--- config.mk ---
export PLATFORM = sky130hd
export DESIGN_NAME = n_way_job_ctrl
export DESIGN_NICKNAME = d
export VERILOG_FILES = /design/src/rtl/n_way_job_pkg.sv /design/src/rtl/n_way_job_slot.sv /design/src/rtl/n_way_job_ctrl.sv
export SDC_FILE = /design/constraint.sdc
export NUM_CORES = 1
export LEC_CHECK = 0
export ABC_AREA = 1
export CORE_UTILIZATION = 51
export DETAILED_ROUTE_END_ITERATION = 6
export PLACE_DENSITY_LB_ADDON = 0.12
export SLEW_MARGIN = 25
export SYNTH_ARGS = -nofsm -noshare
export SYNTH_HDL_FRONTEND = slang
export SYNTH_SLANG_ARGS = --single-unit
export TNS_END_PERCENT = 30
--- constraint.sdc ---
create_clock -name clk -period 2.4 [get_ports clk]
set_input_delay 0.48 -clock clk [delete_from_list [all_inputs] [get_ports clk]]
set_output_delay 0.48 -clock clk [all_outputs]
set_load 0.01 [all_outputs]
--- src/rtl/n_way_job_pkg.sv ---
// Shared types for the n-way job controller.
//   job_state_e  : per-job state, 3-bit, FINISHED=0 RUNNING=1 WAITING=2
//                  SUSPENDED=3 KILLED=4
//   ctrl_state_e : controller FSM state
//   JOB_STATE_W  : width of one job state field
package n_way_job_pkg;

    localparam int JOB_STATE_W = 3;

    typedef enum logic [JOB_STATE_W-1:0] {
        FINISHED  = 3'd0,
        RUNNING   = 3'd1,
        WAITING   = 3'd2,
        SUSPENDED = 3'd3,
        KILLED    = 3'd4
    } job_state_e;

    typedef enum logic [2:0] {
        IDLE,
        LAUNCH,
        WAIT_ALL,
        AWAIT,
        KILL,
        DONE
    } ctrl_state_e;

endpackage

--- src/rtl/n_way_job_slot.sv ---
// One job slot: holds the state of a single job and applies its transitions.
// Optional feature macro: N_WAY_JOB_CTRL_SUSPEND_EN (suspend/resume support).
// Ports:
//   clk, rst        : clock, synchronous active-high reset
//   active          : controller is not in IDLE (inputs are ignored in IDLE)
//   launch          : LAUNCH cycle, forces the slot to WAITING
//   kill_phase      : KILL cycle, kills the job unless it is finishing now
//   started, done   : job handshake pulses
//   suspend, resume : (macro only) suspend/resume requests
//   state           : registered job state
//   waiting_nxt     : next state is WAITING (lets WAIT_ALL exit early)
//   kill            : kill pulse for this job
//   hold            : (macro only) job is suspended
module n_way_job_slot
    import n_way_job_pkg::*;
(
    input  logic       clk,
    input  logic       rst,
    input  logic       active,
    input  logic       launch,
    input  logic       kill_phase,
    input  logic       started,
    input  logic       done,
`ifdef N_WAY_JOB_CTRL_SUSPEND_EN
    input  logic       suspend,
    input  logic       resume,
    output logic       hold,
`endif
    output job_state_e state,
    output logic       waiting_nxt,
    output logic       kill
);

    job_state_e state_d;
    logic       live;

    always_comb begin
`ifdef N_WAY_JOB_CTRL_SUSPEND_EN
        live = (state == WAITING) || (state == RUNNING) || (state == SUSPENDED);
`else
        live = (state == WAITING) || (state == RUNNING);
`endif
    end

    always_comb begin
        state_d = state;
        kill    = 1'b0;
        if (launch) begin
            state_d = WAITING;
        end else if (active && live) begin
            // done wins over both started and an in-progress kill
            if (done) begin
                state_d = FINISHED;
            end else if (kill_phase) begin
                state_d = KILLED;
                kill    = 1'b1;
            end else begin
                case (state)
                    WAITING: if (started) state_d = RUNNING;
`ifdef N_WAY_JOB_CTRL_SUSPEND_EN
                    RUNNING:   if (suspend && !resume) state_d = SUSPENDED;
                    SUSPENDED: if (resume && !suspend) state_d = RUNNING;
`endif
                    default: ;
                endcase
            end
        end
    end

    assign waiting_nxt = (state_d == WAITING);

`ifdef N_WAY_JOB_CTRL_SUSPEND_EN
    assign hold = (state == SUSPENDED);
`endif

    always_ff @(posedge clk) begin
        if (rst) state <= FINISHED;
        else     state <= state_d;
    end

endmodule

--- src/rtl/n_way_job_ctrl.sv ---
// N-way job controller: launches N_JOBS jobs, waits for all to start,
// awaits one watched job, kills the rest, then signals round completion.
// Optional feature macro: N_WAY_JOB_CTRL_SUSPEND_EN (adds suspend_req,
// resume_req, job_hold).
// Ports:
//   clk, rst     : clock, synchronous active-high reset
//   go           : start a round (sampled in IDLE only)
//   watch_idx    : job to await, captured on accepted go (out of range -> 0)
//   job_start    : launch pulse per job
//   job_started  : per-job started pulse
//   job_done     : per-job finished pulse
//   job_kill     : kill pulse per job
//   busy         : controller not in IDLE
//   round_done   : end-of-round pulse
//   job_state    : per-job state, slot j at [3j+2:3j]
module n_way_job_ctrl
    import n_way_job_pkg::*;
#(
    parameter  int N_JOBS = 4,
    localparam int IDXW   = ($clog2(N_JOBS) > 1) ? $clog2(N_JOBS) : 1
) (
    input  logic                          clk,
    input  logic                          rst,
    input  logic                          go,
    input  logic [IDXW-1:0]               watch_idx,
    output logic [N_JOBS-1:0]             job_start,
    input  logic [N_JOBS-1:0]             job_started,
    input  logic [N_JOBS-1:0]             job_done,
    output logic [N_JOBS-1:0]             job_kill,
    output logic                          busy,
    output logic                          round_done,
    output logic [JOB_STATE_W*N_JOBS-1:0] job_state
`ifdef N_WAY_JOB_CTRL_SUSPEND_EN
    ,
    input  logic [N_JOBS-1:0]             suspend_req,
    input  logic [N_JOBS-1:0]             resume_req,
    output logic [N_JOBS-1:0]             job_hold
`endif
);

    ctrl_state_e       state, state_d;
    logic [IDXW-1:0]   watch_q, watch_d;
    logic              launch, kill_phase, active;
    logic [N_JOBS-1:0] waiting_nxt;
    job_state_e        slot_state [N_JOBS];

    assign watch_d = ({1'b0, watch_idx} < (IDXW+1)'(N_JOBS)) ? watch_idx : '0;

    always_ff @(posedge clk) begin
        if (rst) begin
            state   <= IDLE;
            watch_q <= '0;
        end else begin
            state <= state_d;
            if (state == IDLE && go) watch_q <= watch_d;
        end
    end

    always_comb begin
        state_d    = state;
        launch     = 1'b0;
        kill_phase = 1'b0;
        round_done = 1'b0;
        job_start  = '0;
        busy       = (state != IDLE);
        active     = (state != IDLE);
        case (state)
            IDLE:     if (go) state_d = LAUNCH;
            LAUNCH: begin
                launch    = 1'b1;
                job_start = '1;
                state_d   = WAIT_ALL;
            end
            // Uses next-state so WAIT_ALL can exit in its first cycle.
            WAIT_ALL: if (waiting_nxt == '0) state_d = AWAIT;
            AWAIT:    if (slot_state[watch_q] == FINISHED) state_d = KILL;
            KILL: begin
                kill_phase = 1'b1;
                state_d    = DONE;
            end
            DONE: begin
                round_done = 1'b1;
                state_d    = IDLE;
            end
            default:  state_d = IDLE;
        endcase
        // Outputs are forced quiet for the whole reset, including the first
        // cycle when the state register may still hold a mid-round value.
        if (rst) begin
            launch     = 1'b0;
            kill_phase = 1'b0;
            round_done = 1'b0;
            job_start  = '0;
            busy       = 1'b0;
            active     = 1'b0;
        end
    end

    for (genvar j = 0; j < N_JOBS; j++) begin : g_slot
        n_way_job_slot u_slot (
            .clk         (clk),
            .rst         (rst),
            .active      (active),
            .launch      (launch),
            .kill_phase  (kill_phase),
            .started     (job_started[j]),
            .done        (job_done[j]),
`ifdef N_WAY_JOB_CTRL_SUSPEND_EN
            .suspend     (suspend_req[j]),
            .resume      (resume_req[j]),
            .hold        (job_hold[j]),
`endif
            .state       (slot_state[j]),
            .waiting_nxt (waiting_nxt[j]),
            .kill        (job_kill[j])
        );
        assign job_state[JOB_STATE_W*j +: JOB_STATE_W] = slot_state[j];
    end

endmodule

==> results.md, run 1 <==
- Maximum VDD drop: 0.5606 mV
- Final setup violation count: 0
- Ys flop type: dfxtp_1
- Area post-placement: 1667 um2
- GRT Total Usage: 28.25%
- Root Driver: clkbuf_4
- Max-cap violation count: 0
- Vias per inst: 5.504
- Clk sinks: 17
- Io pins: 35
- CTS max path bufs: 2
- Setup WS post-layout: 0.1650 ns
- # rows: 17
- Core Util, Final: 75.08%
- CTS tree: yes
- Share of post-route cells with drive strength above 1: 21.61%
- RSZ-0062 raised after global routing: no
- PwrDens: 765.8 nW/um2
- Nets: 250
- Post-Syn Instances: 192
- Slew @ Worst Pin: 0.2627 ns
- Hold-fix buffer count after cts: 0
- DR iter-0 viols: 57
- Clock skew: 0.005700 ns
- Hold_ws: 0.4881 ns
- Post-placement worst setup slack: -0.1022 ns
- Clk slew on worst S/H paths: 0.10 ns
- H-tree depth: 1
- Initial Utilization: 55.11%
- Ant diodes: 0
- Die X: 51.36 um
- Layout fillers: 205
- Synth Cell Area: 1242 um2
- Pin count of the biggest net entering global routing: 12
- Final instance area: 1693 um2
- Fin crit share: 93.13%
- WP data required: 1.92 ns
- Via Count: 1,453
- Element type at the critical path end: output pin
- Slew margin rel.: 82.49%
- Run status: complete, no violations
- Routability cong.: 0.8123
- Die span in y: 51.36 um
- Drt wl/cell: 12.88 um
- Commonest non-fill, non-tap cells in the layout: 37 x nand2_1, 32 x clkdlybuf4s50_1, 24 x inv_1, 24 x nand3_1, 23 x nor2_1
- Final hold vios: 0
- Post-DRT Antenna Nets: 0
- Max-slew violations: 0
- CP max FO: 8
- Routed WL: 3401 um
- Hold Path Class: reg -> reg
- Synth Warn #: 0
- Worst-Skew Late Latency: 0.29 ns
- Sequential share of the synthesized area: 27.39%
- Commonest non-fill, non-tap cell in the layout: nand2_1
- Global-route wire length before repair: 5685 um
- Worst Setup Path Type: in -> out
- Design Power: 1296 uW
- Core box area: 2255 um2
- Fmax: 447.4 MHz
- DP HPWL: 2717 um
- Vias in the first global route: 1,364
- Mapped Nets: 205
- Arr. time, crit path: 1.76 ns
- Critical Path Source Type: input pin
- Avg Cell Area, Syn: 6.471 um2
- Pleak: 0.0007702 uW
- Post-synth EDFFs: 0
- DRC Markers: 0
- Count of cell types in the netlist: 27
- Area growth, synth to finish: 36.25%
- Die area: 2637 um2
- Fin crit period: 2.235 ns
- Port buffer count: 34
- Initial antenna violation count: 0
- Num CTS Buffers: 3
- DRT Pass-1 Iters: 4
- GR Overflow Total: 0
- Asr flop ratio synth: 0%
- Yosys reg bits: 17
## final cells by class
| cell class | instances | area, um2 | area share [%] |
|---|---|---|---|
| Clock buffer | 4 | 26.28 | 1.552 |
| Inverter | 30 | 122.6 | 7.243 |
| Multi-Input combinational cell | 136 | 715.7 | 42.28 |
| Sequential cell | 17 | 342.8 | 20.25 |
| Tap cell | 28 | 35.03 | 2.069 |
| Timing Repair Buffer | 49 | 450.4 | 26.61 |
## path summary, 6_finish.rpt
check / cells past startpoint / startpoint / endpoint / slack [ns]
setup reg to reg: 14 / g_slot[2].u_slot.state[1] / state[1] / 0.52
hold / removal: 2 / watch_q[1] / watch_q[1] / 0.49
hold reg to reg: 2 / watch_q[1] / watch_q[1] / 0.49
setup / recovery: 7 / rst / job_kill[1] / 0.16
## cells in the mapped netlist (all sizes together) (4+ instances only)
cell type / count / area share [%]
nand2: 49 / 18
inv: 29 / 9.2
nand3: 28 / 13
nor2: 28 / 11
dfxtp: 17 / 27
a21oi: 10 / 4.6
buf: 8 / 4.8
nand4: 7 / 3.5
a31oi: 4 / 2.0
o21ai: 4 / 1.9
## state kept, by name, summed over array words and instances (netlist names)
| register | count |
|---|---|
| state | 3 |
| watch_q | 2 |
| g_slot.u_slot.state | 12 |
## routing by layer
layer	vias to the layer above	wire length [um]	global-route usage, %
li1	707	-	-
met1	660	1371	33.51
met2	74	1726	52.63
met3	12	214	2.679
met4	0	88	9.009
met5	-	0	0
## repair_timing
| item | in CTS | in global routing |
|---|---|---|
| resized for setup | 2 | 2 |
| buffers inserted | 0 | 0 |
| endpoints found under the setup margin | 6 | 7 |
## where the power goes
group	total (uW)	switching [uW]	internal, uW
clock network	157	92.1	64.6
registers	401	62.0	339
logic	738	423	315
## per-stage QoR
stage / instances / TNS [ns]
global route: 264 / 0
floorplan: 192 / 0
CTS: 264 / 0
global placement: 260 / -0.1835
detailed placement: 260 / -0.3022
finish: 264 / 0
## worst max-delay path, stage by stage
cell and delay [ns]:
dlygate4sd2_1 0.28, nor2_4 0.13, nand2_4 0.07, inv_6 0.10, nand2_2 0.06, nor2_1 0.09
clkdlybuf4s50_1 0.53
## cells by family after synthesis
family | Yosys count | share of synthesized area (%)
compound gates | 20 | 9.970
simple gates | 116 | 47.63
flops | 17 | 27.39
buf+inv | 39 | 15.01
Power figures use the tool's default switching activity.
==> run 2: changes to the inputs <==
- SYNTH_HIERARCHICAL: unset -> 1
==> run 2 against run 1 <==
  * Worst setup slack lost 0.056 ns
  * Highest routed layer unchanged
  * Cell count is 19% higher
  * Sequential power decreased by 4%
  * Sequential share of layout area fell by 2.0 points
  * Clock skew fell by 0.0037 ns
  * Count of clock-buffer cells in the layout unchanged
  * Clock power hardly changed
  * Non-clock buffer count rose by 15
  * Sequential cell count stayed put
==> results.md, run 2 <==
- Die area: 2658 um2
- Slew margin rel.: 77.24%
- DR iter-0 viols: 31
- Arr. time, crit path: 1.81 ns
- Hold path start: watch_q[1]
- Final setup violation count: 0
- Mux contribution to synthesized area: 0%
- GRT Total Usage: 30.04%
- Nets: 301
- Port buffer count: 34
- Hold Path Class: reg -> reg
- Global-route wire length before repair: 6134 um
- Share of post-route cells with drive strength above 1: 20.21%
- Top Registers: g_slot.u_slot/state: 12 flops, state: 3 flops, watch_q: 2 flops
- Fin crit share: 95.46%
- FF-to-FF Start: state[2]
- Synth Area in Simple Gates: 48.55%
- Pin count of the biggest net entering global routing: 14
- Num CTS Buffers: 3
- Synth Area in Adders: 0%
- Routability cong.: 0.8615
- Post-route insts no fill: 315
- Pleak: 0.0009844 uW
- Yosys reg bits: 17
- Max-cap violation count: 0
- Final instance area: 1866 um2
- Count leader, synth: nand2_1
- Core box area: 2255 um2
- Fmax: 436.5 MHz
- H-tree depth: 1
- Synth Warn #: 6
- Vias in the first global route: 1,535
- Die X: 51.56 um
- Fin Setup TNS: 0 ns
- Setup WS post-layout: 0.1089 ns
- Asr flop ratio synth: 0%
- GR Overflow Total: 0
- Element type at the critical path end: output pin
- Die span in y: 51.56 um
- Max FFs per register: 12
- CTS tree: yes
- Ant diodes: 0
- Critical Path Source Type: flop
- Routed WL: 3435 um
- Vias per inst: 5.038
- Worst-Skew Late Latency: 0.29 ns
- Largest area contributor in the synthesized netlist: dfxtp_1
- Avg Cell Area, Syn: 5.616 um2
- Via Count: 1,587
- Synth Cell Area: 1252 um2
- Max-slew violations: 0
- Initial Utilization: 55.55%
- Ys flop type: dfxtp_1
- CTS max path bufs: 2
- Run status: complete, no violations
- Commonest non-fill, non-tap cell in the layout: nand2_1
- DP HPWL: 2723 um
- Post-synth EDFFs: 0
- Clock skew: 0.001970 ns
- Setup Fix Bufs, Post-CTS: 0
- Post-placement worst setup slack: -0.2812 ns
- Cells after DPL: 311
- Clk sinks: 17
- Drt wl/cell: 10.90 um
- DRC Markers: 0
- CP startpoint: state[2]
- Maximum VDD drop: 0.5507 mV
- Top post-synthesis cells by count: 54 x nand2_1, 43 x nor2_1, 29 x inv_1, 23 x nand3_1, 17 x dfxtp_1
- Dominant cells by area after synthesis: dfxtp_1 27%, nand2_1 16%, nor2_1 13%
- Main combinational cell family by area after synthesis: simple AND/OR/NAND/NOR gates
- PwrDens: 710.7 nW/um2
- Root Driver: clkbuf_4
- CP max FO: 6
- Initial antenna violation count: 0
- Count of cell types in the netlist: 16
- Sequential share of the synthesized area: 27.17%
- Area post-placement: 1831 um2
- Post-DRT Antenna Nets: 0
- Biggest register: g_slot.u_slot/state
- Commonest non-fill, non-tap cells in the layout: 54 x nand2_1, 39 x nor2_1, 29 x inv_1, 29 x buf_4, 24 x clkdlybuf4s50_1
- Share of the synthesized area in the top cell type: 27.17%
- Clk slew on worst S/H paths: 0.10 ns
- Xor/xnor share of the synthesized area: 0%
- DRT Pass-1 Iters: 5
- Hold-fix buffer count after cts: 0
- Mapped Nets: 236
- Io pins: 35
- RSZ-0062 raised after global routing: no
- Area growth, synth to finish: 48.95%
- Synth Area in Compound Gates: 10.79%
- Post-Syn Instances: 223
- # rows: 17
- WP data required: 1.92 ns
- Final hold vios: 0
- Slew @ Worst Pin: 0.3409 ns
- Layout fillers: 169
- Register area: 340.3 um2
- Fin crit period: 2.291 ns
- Worst Setup Path Type: reg -> out
- Multi-input combinational cell area: 764.5 um2
==> run 2: changes by cell type in the layout (fill, tap and decap cells not counted), moves of 4 or more <==
| cell | change |
|---|---|
| nand2_1 | +17 |
| nor2_1 | +16 |
| buf_4 | +14 |
| clkdlybuf4s50_1 | -8 |
| dlygate4sd2_1 | +7 |
| nand4_1 | -7 |
| nor3_1 | +7 |
| inv_1 | +5 |
| inv_2 | +4 |
==> run 2: cells by family (layout without fill, tap and decap cells) <==
| group | after synthesis | count (layout) |
|---|---|---|
| AOI/OAI and AO/OA | 24 | 24 |
| buffers and inverters | 41 | 105 |
| and+or+nand+nor | 141 | 141 |
| DFF | 17 | 17 |
==> run 2: metrics by stage <==
step | utilization [%] | hold WS (ns) | total power (uW)
floorplan | - | 0.4435 | 859.0
global placement | 81.19 | 0.4586 | 1142
detailed placement | 81.19 | 0.4791 | 1170
CTS | 82.30 | 0.4932 | 1318
global route | 82.74 | 0.5238 | 1442
finish | 82.74 | 0.4976 | 1326
==> run 2: layer usage <==
layer	GRT usage, %	wire length (um)	up-vias	share of wire [%]
li1	-	-	827	-
met1	33.63	1518	700	44
met2	59.09	1691	54	49
met3	2.632	178	6	5.2
met4	8.559	47	0	1.4
met5	0	0	-	0
==> run 2: path summary, 6_finish.rpt <==
path                 endpoint  slack, ns  cells after the start
hold reg to reg    watch_q[1]       0.50                      2
hold / removal     watch_q[1]       0.50                      2
setup reg to reg     state[1]       0.17                     19
setup / recovery  job_kill[1]       0.11                      8
==> run 2: repair_timing <==
action | 4_1_cts | 5_1_grt
endpoints found under the setup margin | 9 | 8
pin swaps | 0 | 0
resized for setup | 11 | 4
==> run 2: cell type report <==
class / count / area share, %
Clock buffer: 4 / 1.408
Inverter: 37 / 7.445
Multi-Input combinational cell: 165 / 40.98
Sequential cell: 17 / 18.24
Tap cell: 28 / 1.878
Timing Repair Buffer: 64 / 30.05
==> run 2: worst max-delay path: stages (launching register included) <==
cell and delay, ns:
dfxtp_1 0.53, nor2_4 0.09, nor2_2 0.13, buf_4 0.17, nand2_2 0.06, inv_1 0.07
nand2_1 0.05, nor3_1 0.14, dlygate4sd2_1 0.29
==> run 2: power by group <==
part | internal (uW) | total, uW | switching (uW)
sequential | 333 | 385 | 52.6
clock | 64.6 | 156 | 91.4
combinational | 339 | 784 | 445
total | 736 | 1330 | 589
==> run 3: changes to the inputs <==
- CORE_UTILIZATION: 51 -> 47
- PLACE_DENSITY: unset -> 0.89
- PLACE_DENSITY_LB_ADDON: 0.12 -> unset
- clock period: 2.4 -> 2.5 ns (I/O delays scaled with it)
==> run 3 against run 2 <==
  * Sequential power down 3%
  * Register-to-register slack better by 0.21 ns
  * Utilization shrank 10 points
  * Highest routed layer unchanged
==> results.md, run 3 (synthesized netlist as in run 2, its figures left out) <==
- Run status: complete, no violations
- Port buffer count: 34
- Post-DRT Antenna Nets: 0
- # rows: 18
- DRT Pass-1 Iters: 4
- DRC Markers: 0
- Crit-path cells: dlygate4sd2_1 -> buf_4 -> nor3_4 -> buf_4 -> buf_4 -> clkdlybuf4s50_1
- Hold-fix buffer count after cts: 0
- Die area: 2875 um2
- Commonest non-fill, non-tap cell in the layout: nand2_1
- RSZ-0062 raised after global routing: yes
- Biggest register: g_slot.u_slot/state
- GR Overflow Total: 0
- Ant diodes: 0
- Max FFs per register: 12
- Hold_ws: 0.4973 ns
- Vias in the first global route: 1,416
- Clk sinks: 17
- Global-route wire length before repair: 5789 um
- CP peak stage delay: 0.52 ns
- Cells after DPL: 307
- Hold Path Class: reg -> reg
- Element type at the critical path end: output pin
- Final setup violation count: 0
- Clk slew on worst S/H paths: 0.11 ns
- PwrDens: 701.1 nW/um2
- Pin count of the biggest net entering global routing: 11
- Initial antenna violation count: 0
- Die X: 53.62 um
- Post-route insts no fill: 311
- DP HPWL: 2727 um
- Post-placement worst setup slack: -0.2065 ns
- Via Count: 1,607
- Core box area: 2500 um2
- Max-cap violation count: 0
- Setup Fix Bufs, Post-CTS: 0
- Layout fillers: 223
- Routability cong.: 0.9035
- Drt wl/cell: 11.31 um
- Share of post-route cells with drive strength above 1: 17.44%
- Io pins: 35
- CP max FO: 8
- H-tree depth: 1
- Initial Utilization: 50.10%
- Pleak: 0.0009632 uW
- Slowest-stage cell, CP: clkdlybuf4s50_1
- Fin crit share: 97.29%
- Critical Path Source Type: input pin
- Arr. time, crit path: 1.93 ns
- Routed WL: 3516 um
- Slew @ Worst Pin: 0.3465 ns
- Clock skew: 0.004836 ns
- DR iter-0 viols: 37
- Maximum VDD drop: 0.5547 mV
- Final hold vios: 0
- Fmax: 411.1 MHz
- CTS tree: yes
- Fin crit period: 2.432 ns
- Root Driver: clkbuf_4
- Top delay family on crit path: buffers and inverters
- Setup WS post-layout: 0.06771 ns
- Commonest non-fill, non-tap cells in the layout: 54 x nand2_1, 43 x nor2_1, 29 x inv_1, 28 x clkdlybuf4s50_1, 24 x buf_4
- Slew margin rel.: 76.87%
- WP data required: 2.00 ns
- Buf+Inv Stages, Crit Path: 5
- Nets: 295
- CTS max path bufs: 2
- Worst Setup Path Type: in -> out
- Vias per inst: 5.167
- Max-slew violations: 0
- Core Util, Final: 72.77%
- Top Registers: g_slot.u_slot/state: 12 flops, state: 3 flops, watch_q: 2 flops
- Design Power: 1276 uW
- Die span in y: 53.62 um
- Num CTS Buffers: 3
- Most used cell along the critical path: buf_4
- GRT Total Usage: 27.43%
- Worst-Skew Late Latency: 0.30 ns
- Area growth, synth to finish: 45.25%
[run 3: cell count changes in the layout (fill, tap and decap cells not counted)]
cell             delta
clkdlybuf4s50_1     +4
clkbuf_1            -1
clkinv_2            +1
buf_4               -5
dlygate4sd2_1       -5
buf_6               -1
dlymetal6s2s_1      +1
nor2_2              -4
nor2_1              +4
[run 3: timing repair]
action / CTS / global route
resized for setup: 4 / 3
pin swaps: 0 / 0
setup endpoints to repair: 8 / 4
[run 3: where the power goes]
| group | switching, uW | internal (uW) | total, uW |
|---|---|---|---|
| Clock | 97.9 | 59.8 | 158 |
| Sequential | 52.5 | 320 | 372 |
| Combinational | 425 | 321 | 746 |
| Total | 575 | 700 | 1280 |
[run 3: worst reg2reg max path, delay by kind of cell (launching register included)]
family	cells	cell delay [ns]
DFF	1	0.54
and+or+nand+nor	12	0.98
AOI/OAI and AO/OA	1	0.08
buffers and inverters	4	0.42
[run 3: final timing paths]
path | cells past startpoint | to | slack, ns | start
hold reg to reg | 2 | watch_q[1] | 0.50 | watch_q[1]
hold / removal | 2 | watch_q[1] | 0.50 | watch_q[1]
setup / recovery | 6 | job_start[0] | 0.07 | rst
setup reg to reg | 17 | state[1] | 0.38 | state[2]
[run 3: layer usage]
layer / global-route usage (%) / part of all wire (%) / up-vias
li1: - / - / 814
met1: 31.92 / 43 / 698
met2: 49.38 / 47 / 76
met3: 3.672 / 6.4 / 19
met4: 12.28 / 3.2 / 0
met5: 0 / 0 / -
[run 3: per-stage QoR]
step	TNS (ns)	cell area, um2
floorplan	0	1257
global placement	-1.507	1785
detailed placement	-1.800	1785
CTS	-0.1806	1808
global route	-0.006684	1819
finish	0	1819
[run 3: layout make-up]
type | count | area [um2] | area share (%)
multi-input combinational | 165 | 754.5 | 41.47
clock inverter | 1 | 5.005 | 0.2751
sequential | 17 | 340.3 | 18.71
inverter | 37 | 138.9 | 7.634
tap | 30 | 37.54 | 2.063
clock buffer | 3 | 22.52 | 1.238
timing repair buffer | 58 | 520.5 | 28.61
